## config.mk

```make
export PLATFORM = sky130hd
export DESIGN_NAME = cache_arbiter_flat
export DESIGN_NICKNAME = d
export VERILOG_FILES = /design/src/rtl/cache_arbiter_if.sv /design/src/rtl/cache_arbiter.sv /design/src/flat_wrapper.sv
export SDC_FILE = /design/constraint.sdc
export NUM_CORES = 1
export LEC_CHECK = 0
export ABC_AREA = 1
export BUFFER_PORTS_ARGS = -buffer_cell sky130_fd_sc_hd__buf_2
export CAP_MARGIN = 20
export CORE_AREA = 5 5 266 268
export DETAILED_ROUTE_END_ITERATION = 12
export DIE_AREA = 0 0 271 273
export HOLD_SLACK_MARGIN = 0.12
export PLACE_DENSITY = 0.41
export SLEW_MARGIN = 25
export SYNTH_ARGS = -nofsm -noshare
export SYNTH_HDL_FRONTEND = slang
export SYNTH_SLANG_ARGS = --single-unit
```

## constraint.sdc

```tcl
create_clock -name clk -period 11.9 [get_ports clk]
set_input_delay 1.19 -clock clk [delete_from_list [all_inputs] [get_ports clk]]
set_output_delay 1.19 -clock clk [all_outputs]
set_load 0.05 [all_outputs]
```

## src/rtl/cache_arbiter_if.sv

```systemverilog
// Bundles the I-cache, D-cache and physical-memory signals around the arbiter.
// slave: the arbiter's view. master: the caches and memory facing it.
interface cache_arbiter_if #(
    parameter int ADDR_WIDTH = 16,
    parameter int LINE_WIDTH = 128
);
    logic                  i_pmem_read;
    logic [ADDR_WIDTH-1:0] i_pmem_address;
    logic [LINE_WIDTH-1:0] i_pmem_rdata;
    logic                  i_pmem_resp;

    logic                  d_pmem_read;
    logic                  d_pmem_write;
    logic [ADDR_WIDTH-1:0] d_pmem_address;
    logic [LINE_WIDTH-1:0] d_pmem_wdata;
    logic [LINE_WIDTH-1:0] d_pmem_rdata;
    logic                  d_pmem_resp;

    logic                  pmem_read;
    logic                  pmem_write;
    logic [ADDR_WIDTH-1:0] pmem_address;
    logic [LINE_WIDTH-1:0] pmem_wdata;
    logic [LINE_WIDTH-1:0] pmem_rdata;
    logic                  pmem_resp;

    modport slave (
        input  i_pmem_read, i_pmem_address,
        output i_pmem_rdata, i_pmem_resp,
        input  d_pmem_read, d_pmem_write, d_pmem_address, d_pmem_wdata,
        output d_pmem_rdata, d_pmem_resp,
        output pmem_read, pmem_write, pmem_address, pmem_wdata,
        input  pmem_rdata, pmem_resp
    );

    modport master (
        output i_pmem_read, i_pmem_address,
        input  i_pmem_rdata, i_pmem_resp,
        output d_pmem_read, d_pmem_write, d_pmem_address, d_pmem_wdata,
        input  d_pmem_rdata, d_pmem_resp,
        input  pmem_read, pmem_write, pmem_address, pmem_wdata,
        output pmem_rdata, pmem_resp
    );
endinterface

```

## src/rtl/cache_arbiter.sv

```systemverilog
// Two-port (I/D) cache line arbiter in front of a single physical memory port.
// Round-robin between ports on contention; one memory transaction in flight.
//
// state   | meaning
// --------+-------------------------------------------------------------
// IDLE    | no transaction; evaluate requests and grant/latch one port
// SERVE_I | I-port fill issued from latched fields, wait for pmem_resp
// SERVE_D | D-port fill/write-back issued from latched fields
// DONE    | one-cycle gap after completion, all commands/resps low
module cache_arbiter #(
    parameter int ADDR_WIDTH = 16,
    parameter int LINE_WIDTH = 128
) (
    input  logic            clk,
    input  logic            reset,
    cache_arbiter_if.slave  bus
);

    typedef enum logic [1:0] {
        IDLE    = 2'd0,
        SERVE_I = 2'd1,
        SERVE_D = 2'd2,
        DONE    = 2'd3
    } state_t;

    typedef enum logic {
        PORT_I = 1'b0,
        PORT_D = 1'b1
    } port_t;

    state_t                state_q;
    state_t                state_d;
    port_t                 last_grant_q;
    port_t                 grant_port;
    logic                  grant_valid;
    logic                  i_req;
    logic                  d_req;

    logic [ADDR_WIDTH-1:0] addr_q;
    logic [LINE_WIDTH-1:0] wdata_q;
    logic                  op_write_q;

    logic                  cmd_read;
    logic                  cmd_write;
    logic                  i_resp;
    logic                  d_resp;

    assign i_req = bus.i_pmem_read;
    assign d_req = bus.d_pmem_read | bus.d_pmem_write;

    // On contention the port that did not win last time goes first.
    always_comb begin
        grant_port = PORT_I;
        if (i_req && d_req) begin
            if (last_grant_q == PORT_D) begin
                grant_port = PORT_I;
            end else begin
                grant_port = PORT_D;
            end
        end else if (d_req) begin
            grant_port = PORT_D;
        end
    end

    assign grant_valid = (state_q == IDLE) && (i_req || d_req);

    always_ff @(posedge clk or posedge reset) begin
        if (reset) begin
            state_q      <= IDLE;
            last_grant_q <= PORT_D;
        end else begin
            state_q <= state_d;
            if (grant_valid) begin
                last_grant_q <= grant_port;
            end
        end
    end

    // Request fields are captured once at grant; the memory sees only these copies.
    always_ff @(posedge clk or posedge reset) begin
        if (reset) begin
            addr_q     <= '0;
            wdata_q    <= '0;
            op_write_q <= 1'b0;
        end else if (grant_valid) begin
            if (grant_port == PORT_D) begin
                addr_q     <= bus.d_pmem_address;
                wdata_q    <= bus.d_pmem_wdata;
                op_write_q <= bus.d_pmem_write;
            end else begin
                addr_q     <= bus.i_pmem_address;
                wdata_q    <= '0;
                op_write_q <= 1'b0;
            end
        end
    end

    always_comb begin
        state_d   = state_q;
        cmd_read  = 1'b0;
        cmd_write = 1'b0;
        i_resp    = 1'b0;
        d_resp    = 1'b0;
        case (state_q)
            IDLE: begin
                if (grant_valid) begin
                    if (grant_port == PORT_D) begin
                        state_d = SERVE_D;
                    end else begin
                        state_d = SERVE_I;
                    end
                end
            end
            SERVE_I: begin
                cmd_read  = ~op_write_q;
                cmd_write = op_write_q;
                if (bus.pmem_resp) begin
                    i_resp  = 1'b1;
                    state_d = DONE;
                end
            end
            SERVE_D: begin
                cmd_read  = ~op_write_q;
                cmd_write = op_write_q;
                if (bus.pmem_resp) begin
                    d_resp  = 1'b1;
                    state_d = DONE;
                end
            end
            DONE: begin
                state_d = IDLE;
            end
            default: begin
                state_d = IDLE;
            end
        endcase
    end

    assign bus.pmem_read    = cmd_read;
    assign bus.pmem_write   = cmd_write;
    assign bus.pmem_address = addr_q;
    assign bus.pmem_wdata   = wdata_q;

    assign bus.i_pmem_resp  = i_resp;
    assign bus.d_pmem_resp  = d_resp;

    // Return data fans out to both caches; each qualifies it with its own resp.
    assign bus.i_pmem_rdata = bus.pmem_rdata;
    assign bus.d_pmem_rdata = bus.pmem_rdata;

endmodule

```

## src/flat_wrapper.sv

```systemverilog
// flat-port wrapper written by rule: the top's interface ports become plain ports
module cache_arbiter_flat 
#(
    parameter int ADDR_WIDTH = 16,
    parameter int LINE_WIDTH = 128
)
  (clk, reset, bus_i_pmem_read, bus_i_pmem_address, bus_i_pmem_rdata, bus_i_pmem_resp, bus_d_pmem_read, bus_d_pmem_write, bus_d_pmem_address, bus_d_pmem_wdata, bus_d_pmem_rdata, bus_d_pmem_resp, bus_pmem_read, bus_pmem_write, bus_pmem_address, bus_pmem_wdata, bus_pmem_rdata, bus_pmem_resp);
  cache_arbiter_if #(.ADDR_WIDTH(ADDR_WIDTH), .LINE_WIDTH(LINE_WIDTH)) bus_i ();
  input  logic clk;
  input  logic reset;
  input wire logic [$bits(bus_i.i_pmem_read)-1:0] bus_i_pmem_read;
  input wire logic [$bits(bus_i.i_pmem_address)-1:0] bus_i_pmem_address;
  output wire logic [$bits(bus_i.i_pmem_rdata)-1:0] bus_i_pmem_rdata;
  output wire logic [$bits(bus_i.i_pmem_resp)-1:0] bus_i_pmem_resp;
  input wire logic [$bits(bus_i.d_pmem_read)-1:0] bus_d_pmem_read;
  input wire logic [$bits(bus_i.d_pmem_write)-1:0] bus_d_pmem_write;
  input wire logic [$bits(bus_i.d_pmem_address)-1:0] bus_d_pmem_address;
  input wire logic [$bits(bus_i.d_pmem_wdata)-1:0] bus_d_pmem_wdata;
  output wire logic [$bits(bus_i.d_pmem_rdata)-1:0] bus_d_pmem_rdata;
  output wire logic [$bits(bus_i.d_pmem_resp)-1:0] bus_d_pmem_resp;
  output wire logic [$bits(bus_i.pmem_read)-1:0] bus_pmem_read;
  output wire logic [$bits(bus_i.pmem_write)-1:0] bus_pmem_write;
  output wire logic [$bits(bus_i.pmem_address)-1:0] bus_pmem_address;
  output wire logic [$bits(bus_i.pmem_wdata)-1:0] bus_pmem_wdata;
  input wire logic [$bits(bus_i.pmem_rdata)-1:0] bus_pmem_rdata;
  input wire logic [$bits(bus_i.pmem_resp)-1:0] bus_pmem_resp;
  assign bus_i.i_pmem_read = bus_i_pmem_read;
  assign bus_i.i_pmem_address = bus_i_pmem_address;
  assign bus_i_pmem_rdata = bus_i.i_pmem_rdata;
  assign bus_i_pmem_resp = bus_i.i_pmem_resp;
  assign bus_i.d_pmem_read = bus_d_pmem_read;
  assign bus_i.d_pmem_write = bus_d_pmem_write;
  assign bus_i.d_pmem_address = bus_d_pmem_address;
  assign bus_i.d_pmem_wdata = bus_d_pmem_wdata;
  assign bus_d_pmem_rdata = bus_i.d_pmem_rdata;
  assign bus_d_pmem_resp = bus_i.d_pmem_resp;
  assign bus_pmem_read = bus_i.pmem_read;
  assign bus_pmem_write = bus_i.pmem_write;
  assign bus_pmem_address = bus_i.pmem_address;
  assign bus_pmem_wdata = bus_i.pmem_wdata;
  assign bus_i.pmem_rdata = bus_pmem_rdata;
  assign bus_i.pmem_resp = bus_pmem_resp;
  cache_arbiter #(.ADDR_WIDTH(ADDR_WIDTH), .LINE_WIDTH(LINE_WIDTH)) u_core (.clk(clk), .reset(reset), .bus(bus_i));
endmodule
```

# Word-level counts from Yosys, hierarchy flattened
# Cells that the tools add are included.
totals:
  ff_bits: 148
  in_bits: 294
classes:
  bitwise_logic: 2
  eq_ne: 5
  muxes: 15
  n_reduce_logical: 6
ops:
  columns: ["operator", "n"]
  rows:
  - ["128-bit two-way mux", 1]
  - ["16-bit two-way mux", 1]
  - ["1-bit two-way mux", 9]
  - ["2-bit two-way mux", 3]
  - ["2-bit case mux with 3 select lines", 1]
  - ["2-bit equality test (second input constant)", 2]
  - ["2-bit by 1-bit != test with 1-bit output (second input constant)", 2]
  - ["2-bit by 1-bit equality test with 1-bit output (second input constant)", 1]
  - ["1-bit logical AND", 2]
  - ["2-bit zero test", 1]
  - ["2-bit AND reduction", 1]
  - ["2-bit OR reduction", 1]
  - ["1-bit logical OR", 1]
  - ["1-bit NOT", 1]
  - ["1-bit OR", 1]

# Longest topological paths before layout
logic_depth:
  depth_word: 6
  mapped_depth: 8
  depth_no_buf: 8

# Worst setup path after synthesis
# OpenSTA, ideal clock, no wires.
synth_path:
  path_type: "input -> output"
  startpoint: "input port bus_pmem_resp"
  endpoint: "output port bus_d_pmem_resp"
  slack_ns: 9.180
  path_stages: 2
  arrival_ns: 1.530
  path_buffers: 0
  cell_sequence: "nand2_1 > inv_1"
synth_between:
  elab_chain_len: 2
synth_rtl:
  columns: ["element", "line_no", "rtl"]
  rows:
  - ["start, declared", "flat_wrapper.sv:26", "input wire logic [$bits(bus_i.pmem_resp)-1:0] bus_pmem_resp;"]
  - ["1-bit two-way mux", "cache_arbiter.sv:125", "if (bus.pmem_resp) begin"]
  - ["1-bit two-way mux", "cache_arbiter.sv:104", "case (state_q)"]
  - ["end, declared", "flat_wrapper.sv:20", "output wire logic [$bits(bus_i.d_pmem_resp)-1:0] bus_d_pmem_resp;"]
# No other way between the ends.

# Worst setup path after layout
layout_path:
  startpoint: "input port bus_i_pmem_read"
  endpoint: "register u_core.wdata_q[30], in the netlist u_core.bus.pmem_wdata[30]"
layout_between:
  elab_chain_len: 3
  word_cells_on_any_way: 5
  classes_between: "2 x mux; 3 x reduce/logical"
layout_rtl:
  columns: ["element", "line_no", "rtl"]
  rows:
  - ["start, declared", "flat_wrapper.sv:11", "input wire logic [$bits(bus_i.i_pmem_read)-1:0] bus_i_pmem_read;"]
  - ["1-bit logical AND", "cache_arbiter.sv:54", "if (i_req && d_req) begin"]
  - ["1-bit two-way mux", "cache_arbiter.sv:54", null]
  - ["128-bit two-way mux", "cache_arbiter.sv:86", "if (grant_port == PORT_D) begin"]
  - ["end signal, assigned", "cache_arbiter.sv:88", "wdata_q <= bus.d_pmem_wdata;"]
  - ["end, declared", "cache_arbiter.sv:40", "logic [LINE_WIDTH-1:0] wdata_q;"]
# Parallel ways exist; a longest one is shown, timed or not.
# A chain may end at the register's enable or synchronous reset.

==> results.json <==
{
  "cts_resized": 0,
  "clock_sinks": 148,
  "fmax_mhz": 315,
  "area_growth_pct": 13.9,
  "final_nets": 1310,
  "io_pins": 698,
  "row_count": 96,
  "synth-seq-cells": 148,
  "cts_buffers": 17,
  "die_area_mm2": 0.0740,
  "grt_overflow_total": 0,
  "syn_nets": 1275,
  "r2r_slack_ns": 9.22,
  "root_buffer": "clkbuf_16",
  "status": "complete, no violations",
  "p_per_area_mw_per_mm2": 326,
  "grt_pass1_wl_um": 40200,
  "setup.worst_path.start": "bus_i_pmem_read",
  "wl_per_cell_um": 14.2,
  "crit_type": "in2reg",
  "synth-seq-area-share": 0.453,
  "insertedDiodeCount": 0,
  "crit_path_end": "u_core.bus.pmem_wdata[30]$_DFFE_PP0P_",
  "grt_usage": 0.0715,
  "tritoncts": "built",
  "synth_area_mm2": 0.00817,
  "placeableCoreArea_mm2": 0.0681,
  "worstPathMaxFanout": 67,
  "fill_cells": 7823,
  "vias_per_cell": 3.23,
  "die_w_um": 271,
  "vias": 6150,
  "htreeDepth": 4,
  "start_util": 0.120,
  "worst_slack_ns": 8.73,
  "reg2regPathDepth": 6,
  "fin_crit_ns": 3.17,
  "slew_headroom": 0.391,
  "end_kind": "register",
  "grt_pass1_vias": 6406,
  "whs_ns": 0.465,
  "design_area_mm2": 0.00931,
  "drv_cap": 0,
  "rsz0062_at_grt": "no",
  "slew_violations": 0,
  "ys_types": 20,
  "peakVddDrop_uv": 151,
  "drt_pass1_iterations": 4,
  "worstSetupStartpointType": "input pin",
  "worstPathRequired_ns": 12.30,
  "postCtsSetupBuffers": 0,
  "post-place-ws_ns": 8.18,
  "cts_max_path_buffers": 2,
  "syn_area_per_cell_um2": 8.37,
  "grt_max_degree": 75,
  "min_from": "u_core.bus.pmem_wdata[70]$_DFFE_PP0P_",
  "hold_viol_final": 0,
  "power.leakage_nw": 5.06,
  "min_path_type": "reg2reg",
  "drive_gt1_frac": 0.353,
  "cts_hold_buf": 0,
  "yosysWarnings": 0,
  "setup_tns_ns": 0,
  "totalWireLength_um": 27000,
  "antenna_found_initial": 0,
  "fp.dieH_um": 273,
  "clock_latency_ns": 0.46,
  "fin_worst_skew_ns": 0.0141,
  "drc": 0,
  "synth_cells": 977,
  "path_clk_slew_ns": 0.07,
  "r2r_end": "u_core.bus.pmem_wdata[30]$_DFFE_PP0P_",
  "timing.final.crit_share": 0.267,
  "drtIter0Drc": 377,
  "dp_hpwl_um": 19700,
  "setup_viol": 0,
  "arrival_ns": 3.58,
  "ant_nets": 0,
  "placed_area_mm2": 0.00874,
  "routabilityCongestion": 0.720,
  "worstMarginPinSlew_ns": 0.913,
  "port-buffer-count": 313,
  "timing.rr.start": "u_core.last_grant_q$_DFFE_PP1P_"
}
## power breakdown
part	switching, mW	leakage [nW]	internal, mW
Sequential	0.113	1.88	0.726
Combinational	1.32	2.90	0.337
Clock	0.230	0.283	0.314
Total	1.66	5.06	1.38
## sequential cells by signal, indices dropped and copies added, names as in the netlist
register / flops
u_core.last_grant_q: 1
u_core.bus.pmem_wdata: 128
u_core.op_write_q: 1
u_core.bus.pmem_address: 16
u_core.state_q: 2
## worst min-delay path by stage
| stage | to | slack [ns] | cells after the start |
|---|---|---|---|
| 3_3_place_gp | u_core.bus.pmem_wdata[58]$_DFFE_PP0P_ | 0.45 | 2 |
| 5_1_grt | u_core.bus.pmem_wdata[86]$_DFFE_PP0P_ | 0.49 | 2 |
| 2_1_floorplan | u_core.op_write_q$_DFFE_PP0P_ | 0.47 | 2 |
| 3_5_place_dp | u_core.bus.pmem_wdata[120]$_DFFE_PP0P_ | 0.45 | 2 |
| 6_report | u_core.bus.pmem_wdata[70]$_DFFE_PP0P_ | 0.46 | 2 |
| 4_1_cts | u_core.bus.pmem_wdata[98]$_DFFE_PP0P_ | 0.47 | 2 |
## cells in the mapped netlist
cell type / number / area share
inv_1: 26 / 0.012
buf_6: 2 / 0.0028
buf_1: 8 / 0.0037
or2_2: 2 / 0.0015
buf_2: 22 / 0.013
inv_2: 2 / 0.00092
buf_4: 266 / 0.24
nand3b_1: 16 / 0.015
dfrtp_1: 147 / 0.45
nand3_1: 147 / 0.090
o21ai_2: 1 / 0.0011
nor2_1: 2 / 0.00092
clkbuf_1: 6 / 0.0028
a21boi_2: 1 / 0.0014
nand2_2: 2 / 0.0015
nand2_1: 320 / 0.15
ha_1: 4 / 0.0061
o21ai_4: 1 / 0.0020
dfstp_2: 1 / 0.0032
o21ai_0: 1 / 0.00061
## placed cells by master, fill, tap and decap left out
cell        synthesis  routed
inv_2               2       1
bufinv_16           0       1
buf_2              22     313
nand2_2             2       2
clkbuf_8            0       5
dfrtp_1           147     147
nand3_1           147     147
buf_4             266       7
inv_4               0       1
nand2_1           320     320
inv_1              26      25
nor2_1              2       2
clkinvlp_4          0       1
or2_2               2       2
inv_6               0       3
clkbuf_16           0      17
clkinv_2            0       3
a21boi_2            1       1
clkbuf_1            6       2
o21ai_0             1       1
ha_4                0       1
nand3b_1           16      16
dfstp_2             1       1
o21ai_4             1       2
ha_1                4       3
## logic make-up after synthesis
kind of cell               share of synthesized area
buffers and inverters                          0.280
adders and majority gates                    0.00612
and+or+nand+nor                                0.256
DFF                                            0.453
AOI/OAI and AO/OA                            0.00505
## per-stage QoR
stage / cells / total power [mW] / utilization
2_1_floorplan: 977 / 2.32 / -
3_3_place_gp: 1875 / 2.52 / 0.128
3_5_place_dp: 1875 / 2.54 / 0.128
4_1_cts: 1906 / 3.12 / 0.137
5_1_grt: 1906 / 3.26 / 0.137
6_report: 1906 / 3.04 / 0.137
## routing by layer
| metal | part of all wire | wire length [um] | vias up | GRT usage |
|---|---|---|---|---|
| met5 | 0 | 0 | - | 0 |
| met4 | 0.044 | 1200 | 0 | 0.0416 |
| met3 | 0.12 | 3190 | 86 | 0.0426 |
| met2 | 0.47 | 12600 | 348 | 0.113 |
| met1 | 0.37 | 10000 | 2846 | 0.0733 |
| li1 | - | - | 2870 | - |
## critical path: stages
cell     delay, ns
buf_2         0.13
nand2_2       0.31
o21ai_4       0.27
inv_4         0.58
buf_4         0.68
nand3_1       0.17
nand2_1       0.11
## cell type report
type | instances | area (um2) | share of cell area
clock inverters | 7 | 70.1 | 0.00752
well taps | 882 | 1100 | 0.119
clock buffers | 24 | 502 | 0.0539
flip-flops and latches | 148 | 3700 | 0.398
repair buffers | 320 | 1620 | 0.174
inverters | 28 | 113 | 0.0121
multi-input cells | 497 | 2200 | 0.236
Note: power is estimated with default switching activity, not from simulation.
